[config.mk]
export PLATFORM = sky130hd
export DESIGN_NAME = mul_share_sched
export DESIGN_NICKNAME = d
export VERILOG_FILES = /design/src/rtl/mul_share_sched.sv
export SDC_FILE = /design/constraint.sdc
export NUM_CORES = 1
export LEC_CHECK = 0
export BUFFER_PORTS_ARGS = -buffer_cell sky130_fd_sc_hd__buf_2
export CELL_PAD_IN_SITES_DETAIL_PLACEMENT = 1
export CELL_PAD_IN_SITES_GLOBAL_PLACEMENT = 1
export CORE_MARGIN = 2
export CORE_UTILIZATION = 35
export DETAILED_ROUTE_END_ITERATION = 10
export GPL_TIMING_DRIVEN = 0
export PLACE_DENSITY = 0.84
export SLEW_MARGIN = 15
export SYNTH_ARGS = -nofsm -noshare
export SYNTH_HDL_FRONTEND = slang
export SYNTH_SLANG_ARGS = --single-unit
[constraint.sdc]
create_clock -name clk -period 2 [get_ports clk]
set_clock_uncertainty 0.05 [all_clocks]
set_input_delay 0.1 -clock clk [delete_from_list [all_inputs] [get_ports clk]]
set_output_delay 0.1 -clock clk [all_outputs]
set_load 0.05 [all_outputs]
[src/rtl/mul_share_sched.sv]
// Arbiter and sequencer sharing one combinational 8-bit multiplier between two requesters.
// Optional grant statistics counters are enabled by defining MUL_SHARE_SCHED_STATS_EN.
module mul_share_sched #(
  parameter int SETTLE_CYCLES = 1,
  parameter int PRIO_MODE     = 0
) (
  input  logic       clk,
  input  logic       rst,
  input  logic       req0_valid,
  output logic       req0_ready,
  input  logic [7:0] req0_a,
  input  logic [7:0] req0_b,
  output logic       rsp0_valid,
  input  logic       rsp0_ready,
  output logic [7:0] rsp0_data,
  input  logic       req1_valid,
  output logic       req1_ready,
  input  logic [7:0] req1_a,
  input  logic [7:0] req1_b,
  output logic       rsp1_valid,
  input  logic       rsp1_ready,
  output logic [7:0] rsp1_data,
  output logic [7:0] mul_a,
  output logic [7:0] mul_b,
  input  logic [7:0] mul_out,
`ifdef MUL_SHARE_SCHED_STATS_EN
  output logic [15:0] grant_cnt0,
  output logic [15:0] grant_cnt1,
`endif
  output logic       busy
);

  typedef enum logic [1:0] {
    IDLE    = 2'd0,
    SETTLE  = 2'd1,
    RESPOND = 2'd2
  } state_t;

  // Out-of-range settle values are clamped so the counter always terminates.
  localparam logic [3:0] SETTLE_LOAD =
    (SETTLE_CYCLES < 1)  ? 4'd1  :
    (SETTLE_CYCLES > 15) ? 4'd15 : 4'(SETTLE_CYCLES);

  state_t     state;
  logic [3:0] settle_cnt;
  logic       owner;
  logic       last_grant;
  logic       grant0;
  logic       grant1;
  logic       owner_taken;

  // NOTE: every output of this always_comb gets a default first, so no latch is inferred.
  always_comb begin
    grant0 = 1'b0;
    grant1 = 1'b0;
    if (state == IDLE && !rst) begin
      if (PRIO_MODE != 0) begin
        grant0 = req0_valid;
        grant1 = req1_valid && !req0_valid;
      end else if (req0_valid && req1_valid) begin
        // Contention goes to whoever was not granted last.
        grant0 = last_grant;
        grant1 = !last_grant;
      end else begin
        grant0 = req0_valid;
        grant1 = req1_valid;
      end
    end
  end

  assign req0_ready  = grant0;
  assign req1_ready  = grant1;
  assign owner_taken = owner ? rsp1_ready : rsp0_ready;

  // The owner's rspN_data register doubles as the result register; the other port holds.
  // NOTE: all state here uses non-blocking assignments so every register samples pre-edge values.
  always_ff @(posedge clk) begin
    if (rst) begin
      state      <= IDLE;
      settle_cnt <= 4'd0;
      owner      <= 1'b0;
      last_grant <= 1'b1;
      mul_a      <= 8'd0;
      mul_b      <= 8'd0;
      rsp0_valid <= 1'b0;
      rsp1_valid <= 1'b0;
      rsp0_data  <= 8'd0;
      rsp1_data  <= 8'd0;
      busy       <= 1'b0;
    end else begin
      case (state)
        IDLE: begin
          if (grant0 || grant1) begin
            mul_a      <= grant1 ? req1_a : req0_a;
            mul_b      <= grant1 ? req1_b : req0_b;
            owner      <= grant1;
            last_grant <= grant1;
            settle_cnt <= SETTLE_LOAD;
            state      <= SETTLE;
            busy       <= 1'b1;
          end
        end
        SETTLE: begin
          settle_cnt <= settle_cnt - 4'd1;
          if (settle_cnt == 4'd1) begin
            state <= RESPOND;
            if (owner) begin
              rsp1_valid <= 1'b1;
              rsp1_data  <= mul_out;
            end else begin
              rsp0_valid <= 1'b1;
              rsp0_data  <= mul_out;
            end
          end
        end
        RESPOND: begin
          if (owner_taken) begin
            rsp0_valid <= 1'b0;
            rsp1_valid <= 1'b0;
            state      <= IDLE;
            busy       <= 1'b0;
          end
        end
        default: begin
          state <= IDLE;
          busy  <= 1'b0;
        end
      endcase
    end
  end

`ifdef MUL_SHARE_SCHED_STATS_EN
  // Saturating per-requester handshake counters.
  always_ff @(posedge clk) begin
    if (rst) begin
      grant_cnt0 <= 16'd0;
      grant_cnt1 <= 16'd0;
    end else begin
      if (grant0 && grant_cnt0 != 16'hFFFF) grant_cnt0 <= grant_cnt0 + 16'd1;
      if (grant1 && grant_cnt1 != 16'hFFFF) grant_cnt1 <= grant_cnt1 + 16'd1;
    end
  end
`endif

endmodule

# == Word level (Yosys, flattened, before mapping) ==
# Cells that the tools add are included.
# totals
reg_bits,43
in_bits,46
# op_classes
n_addsub,1
eq_ne,8
n_mux,22
n_bitwise,2
n_reduce_logical,16
# ops
op,n
two-way mux 8 bit,2
AND reduction 3 bit,4
two-way mux 1 bit,11
"inequality test 2 bit, second input constant",4
one-hot mux 4 bit (2 select lines),1
AND reduction 4 bit,2
two-way mux 2 bit,3
one-hot mux 2 bit (3 select lines),1
"equality test 4 x 1 -> 1 bit, second input constant",1
two-way mux 4 bit,1
one-hot mux 1 bit (2 select lines),2
AND reduction 2 bit,2
nonzero test 2 bit,2
"subtractor 4 x 1 -> 4 bit, second input constant",1
one-hot mux 1 bit (3 select lines),1
"equality test 2 x 1 -> 1 bit, second input constant",1
"equality test 2 bit, second input constant",1
logical AND 1 bit,2
zero test 1 bit,2
zero test 2 bit,1
"inequality test 2 x 1 -> 1 bit, second input constant",1
inverter 1 bit,2
logical OR 1 bit,1

# == Depth between registers and ports, before layout ==
# logic_depth
word_depth,6
mapped_depth,6
ltp_nobuf,5

# == Worst setup path before layout ==
# Ideal clock, no wire load.
# synth_timing
path_kind,register to output
start,register state[1]
end,output port req0_ready
arrival_time_ps,1506
path_slack_ps,344
path_stages_with_launch,4
path_buffers,1
path_cell_list,dfxtp_1 or3_1 buf_6 nor2_1
# synth_via
elab_chain_cells,3
# synth_rtl
item,line_no,text
start: declaration,44,state_t state;
start signal: assignment,79,state <= IDLE;
start signal: assignment,99,state <= SETTLE;
start signal: assignment,106,state <= RESPOND;
zero test 2 bit,56,if (state == IDLE && !rst) begin
logical AND 1 bit,56,
two-way mux 1 bit,56,
end: declaration,10,"output logic req0_ready,"
# No other way between the ends.

# == Worst setup path in the final report ==
# layout_timing
start,register settle_cnt[0]
end,register rsp0_data[6]
# layout_via
elab_chain_cells,2
# layout_rtl
item,line_no,text
start: declaration,45,logic [3:0] settle_cnt;
start signal: assignment,104,settle_cnt <= settle_cnt - 4'd1;
equality test 4 x 1 -> 1 bit,105,if (settle_cnt == 4'd1) begin
AND reduction 3 bit (no source line),n/a,
end signal: assignment,112,rsp0_data <= mul_out;
end: declaration,15,"output logic [7:0] rsp0_data,"
# No other way between the ends.
# A chain may end at the register's enable or synchronous reset.

==> metrics <==
hpwl dp=4.358 mm; Final Hold Vio Count=0; RSZ-0062 raised after global routing=no; commonest non-fill, non-tap cell in the layout=buf_2; Sw Share=34.88%; Port Buffers=81; die area=6563 µm²; Synth top area share=41.47%; crit path DAT=1940 ps; Area contributors post-synth=dfxtp_1 (41%), nand2b_1 (8.7%), mux2i_1 (8.2%); wl on met1=2.468 mm; worst setup path class=flop to flop; Peak VDD IR=419.7 µV; Root Buffer=clkbuf_8; CP endpoint kind=flop; Die Ht=81.01 µm; Int Power=1.428 mW; reg2reg end=rsp0_data[6]; CP Max Fanout=6; CP Cell Sequence=ha_1 -> nand4bb_1 -> nor3_2 -> mux2i_1; Required @ worst endpoint=2170 ps; final period utilization=88.62%; total CTS buffers=5; count of cell types in the netlist=37; Syn Nets=268; share of cells above drive strength 1=37.99%; Syn Area/Cell=9.435 µm²; gr usage total=18.75%; Filler cells=737; hold buffers post-CTS=0; Top Layer Used=met4; Slew @ Worst Pin=703.8 ps; final setup fails=0; # rows=28; die width=81.01 µm; Yosys reg bits=43; Flop pwr share=44.7%; Syn-to-layout area delta=28.27%; R2R depth=4; area leader, netlist=dfxtp_1; register area=860.8 µm²; Ant. Diodes=0; core outline area=5816 µm²; Cells after Synth=220; Static Leak=1.210 nW; multi-input logic area=1090 µm²; final wirelength=5.720 mm; first-pass GRT wire length=9.549 mm; commonest cells after routing, fill and taps aside=buf_2 (90), dfxtp_1 (43), nand2_1 (33); fmax=564.2 MHz; Slowest cell on crit path=nor3_2; maxcap violations=0; r2r setup slk=230 ps; Hold Path Class=input pin to flop; Tot Pwr=2.193 mW; Netlist Area Pre-Place=2076 µm²; setup_tns=0 ps; CTS resizes=0; clock share of power=25.8%; TritonCTS clock tree=built; Yosys warnings=0; metal2 WL=2.754 mm; WL met3=445 µm; clock-pin slew on the worst setup and hold paths=80 ps; Crit path largest cell delay=590 ps; initial core utilization=35.69%; power share of the combinational group=29.5%; DR pass1 iterations=4; NumNets Final=356; Pwr per Cell Area=823.5 nW/µm²; number of global-route vias before repair=2044; H-tree depth=2; initial antenna violation count=0; reg2reg start=settle_cnt[0]; drt wl/cell=14.93 µm; Worst slew margin=52.82%; Slew Viols, Final=0; Worst-Skew Late Latency=300 ps; Antenna Nets Post-Route=0; sequential area share after synthesis=41.47%; Psw=764.8 µW; Hold WS=9.562 ps; Tmin final=1772 ps; CTS sink cnt=43; remaining global-route overflow=0; largest net degree at the start of global routing=13; via count=1927; crit path from=settle_cnt[0]; RePlAce Congestion=0.7092; drc violations=0; Worst setup SP type=flop; I/O pins=83; status=finished, final reports clean; vias per inst=5.031; Worst setup endpoint=rsp0_data[6]; Max Buffers Root-to-Sink=2; postcts setup bufs=0; initial drt markers=36
==> power groups by stage <==
stage                     Combinational, mW  Sequential [mW]  Clock [mW]
after floorplan                       0.311             1.16           0
after global placement                0.636            0.997           0
after detailed placement              0.653             1.00           0
after CTS                             0.655            0.981       0.585
after global routing                  0.707            0.991       0.614
final                                 0.647            0.979       0.566
==> cells in the mapped netlist <==
cell type,instances
buf_2,9
nor3_1,3
a21oi_1,24
a21bo_2,1
buf_1,1
dfxtp_1,43
o32ai_1,1
nand2b_1,29
xor2_1,1
nor3_4,1
nand3b_1,4
a211oi_1,1
o211ai_1,1
nor2_1,4
buf_6,3
buf_12,1
nor2_8,1
inv_1,3
o21bai_1,1
and4bb_2,1
xnor2_1,1
o31a_1,1
nand2_1,33
a311oi_1,7
clkbuf_1,3
or2_2,1
ha_1,2
a21boi_2,1
a311oi_2,9
nor3b_1,1
nand4bb_1,1
and3_1,1
nor3_2,1
nor2b_1,1
or3_1,2
mux2i_1,17
o21ai_0,5
==> worst max-delay path: cells and delay by family, from the launching register on <==
kind | cells | cell delay (ps)
AND/OR/NAND/NOR | 2 | 790
flip-flops | 1 | 410
multiplexers | 1 | 260
adder cells (fa/ha/maj) | 1 | 190
==> through the flow <==
step                instances  area [µm²]  utilization [%]  setup slack, ps
global placement          376        2575            44.28            276.0
detailed placement        376        2575            44.28            220.9
finish                    383        2663            45.78            227.5
floorplan                 220        2076                -            344.0
global route              383        2663            45.78            61.43
CTS                       383        2663            45.78            206.2
==> cell type report <==
cell class / instances / area share (%)
plain buffers: 17 / 4.276
clock inverters: 1 / 0.1880
clock buffers: 6 / 3.102
flip-flops and latches: 43 / 32.33
repair buffers: 81 / 15.23
multi-input cells: 157 / 40.93
inverters: 3 / 0.4229
well taps: 75 / 3.524
==> flip-flops by register name (all words and copies together) (netlist names), 2 cells and up <==
signal,count
settle_cnt,4
state,2
mul_b,8
rsp1_data,8
rsp0_data,8
mul_a,8
==> cell families (layout without fill, tap and decap cells) <==
kind of cell               count (synthesis)  in the layout  share of synthesized area, %
xor gates and xnor gates                   2              2                        0.8440
adders and majority gates                  2              2                         1.205
and+or+nand+nor                           84             84                         22.85
AOI/OAI and AO/OA                         52             52                         19.41
buffers and inverters                     20            108                         6.027
DFF                                       43             43                         41.47
muxes                                     17             17                         8.198
==> worst min path at each step <==
stage | from | to | slack [ps] | cells past startpoint
after global placement | req0_a[7] | mul_a[7] | 320 | 3
final | req0_b[3] | mul_b[3] | 10 | 3
after floorplan | req0_a[7] | mul_a[7] | 210 | 2
after detailed placement | req0_b[1] | mul_b[1] | 320 | 3
after global routing | req0_b[0] | mul_b[0] | 10 | 3
after CTS | req0_b[1] | mul_b[1] | 0.9 | 3
==> routing by layer <==
metal,vias to the layer above,global-route usage (%)
li1,944,-
met1,908,21.72
met2,69,33.39
met3,6,6.000
met4,0,4.576
met5,-,0
Note: power is estimated with default switching activity, not from simulation.
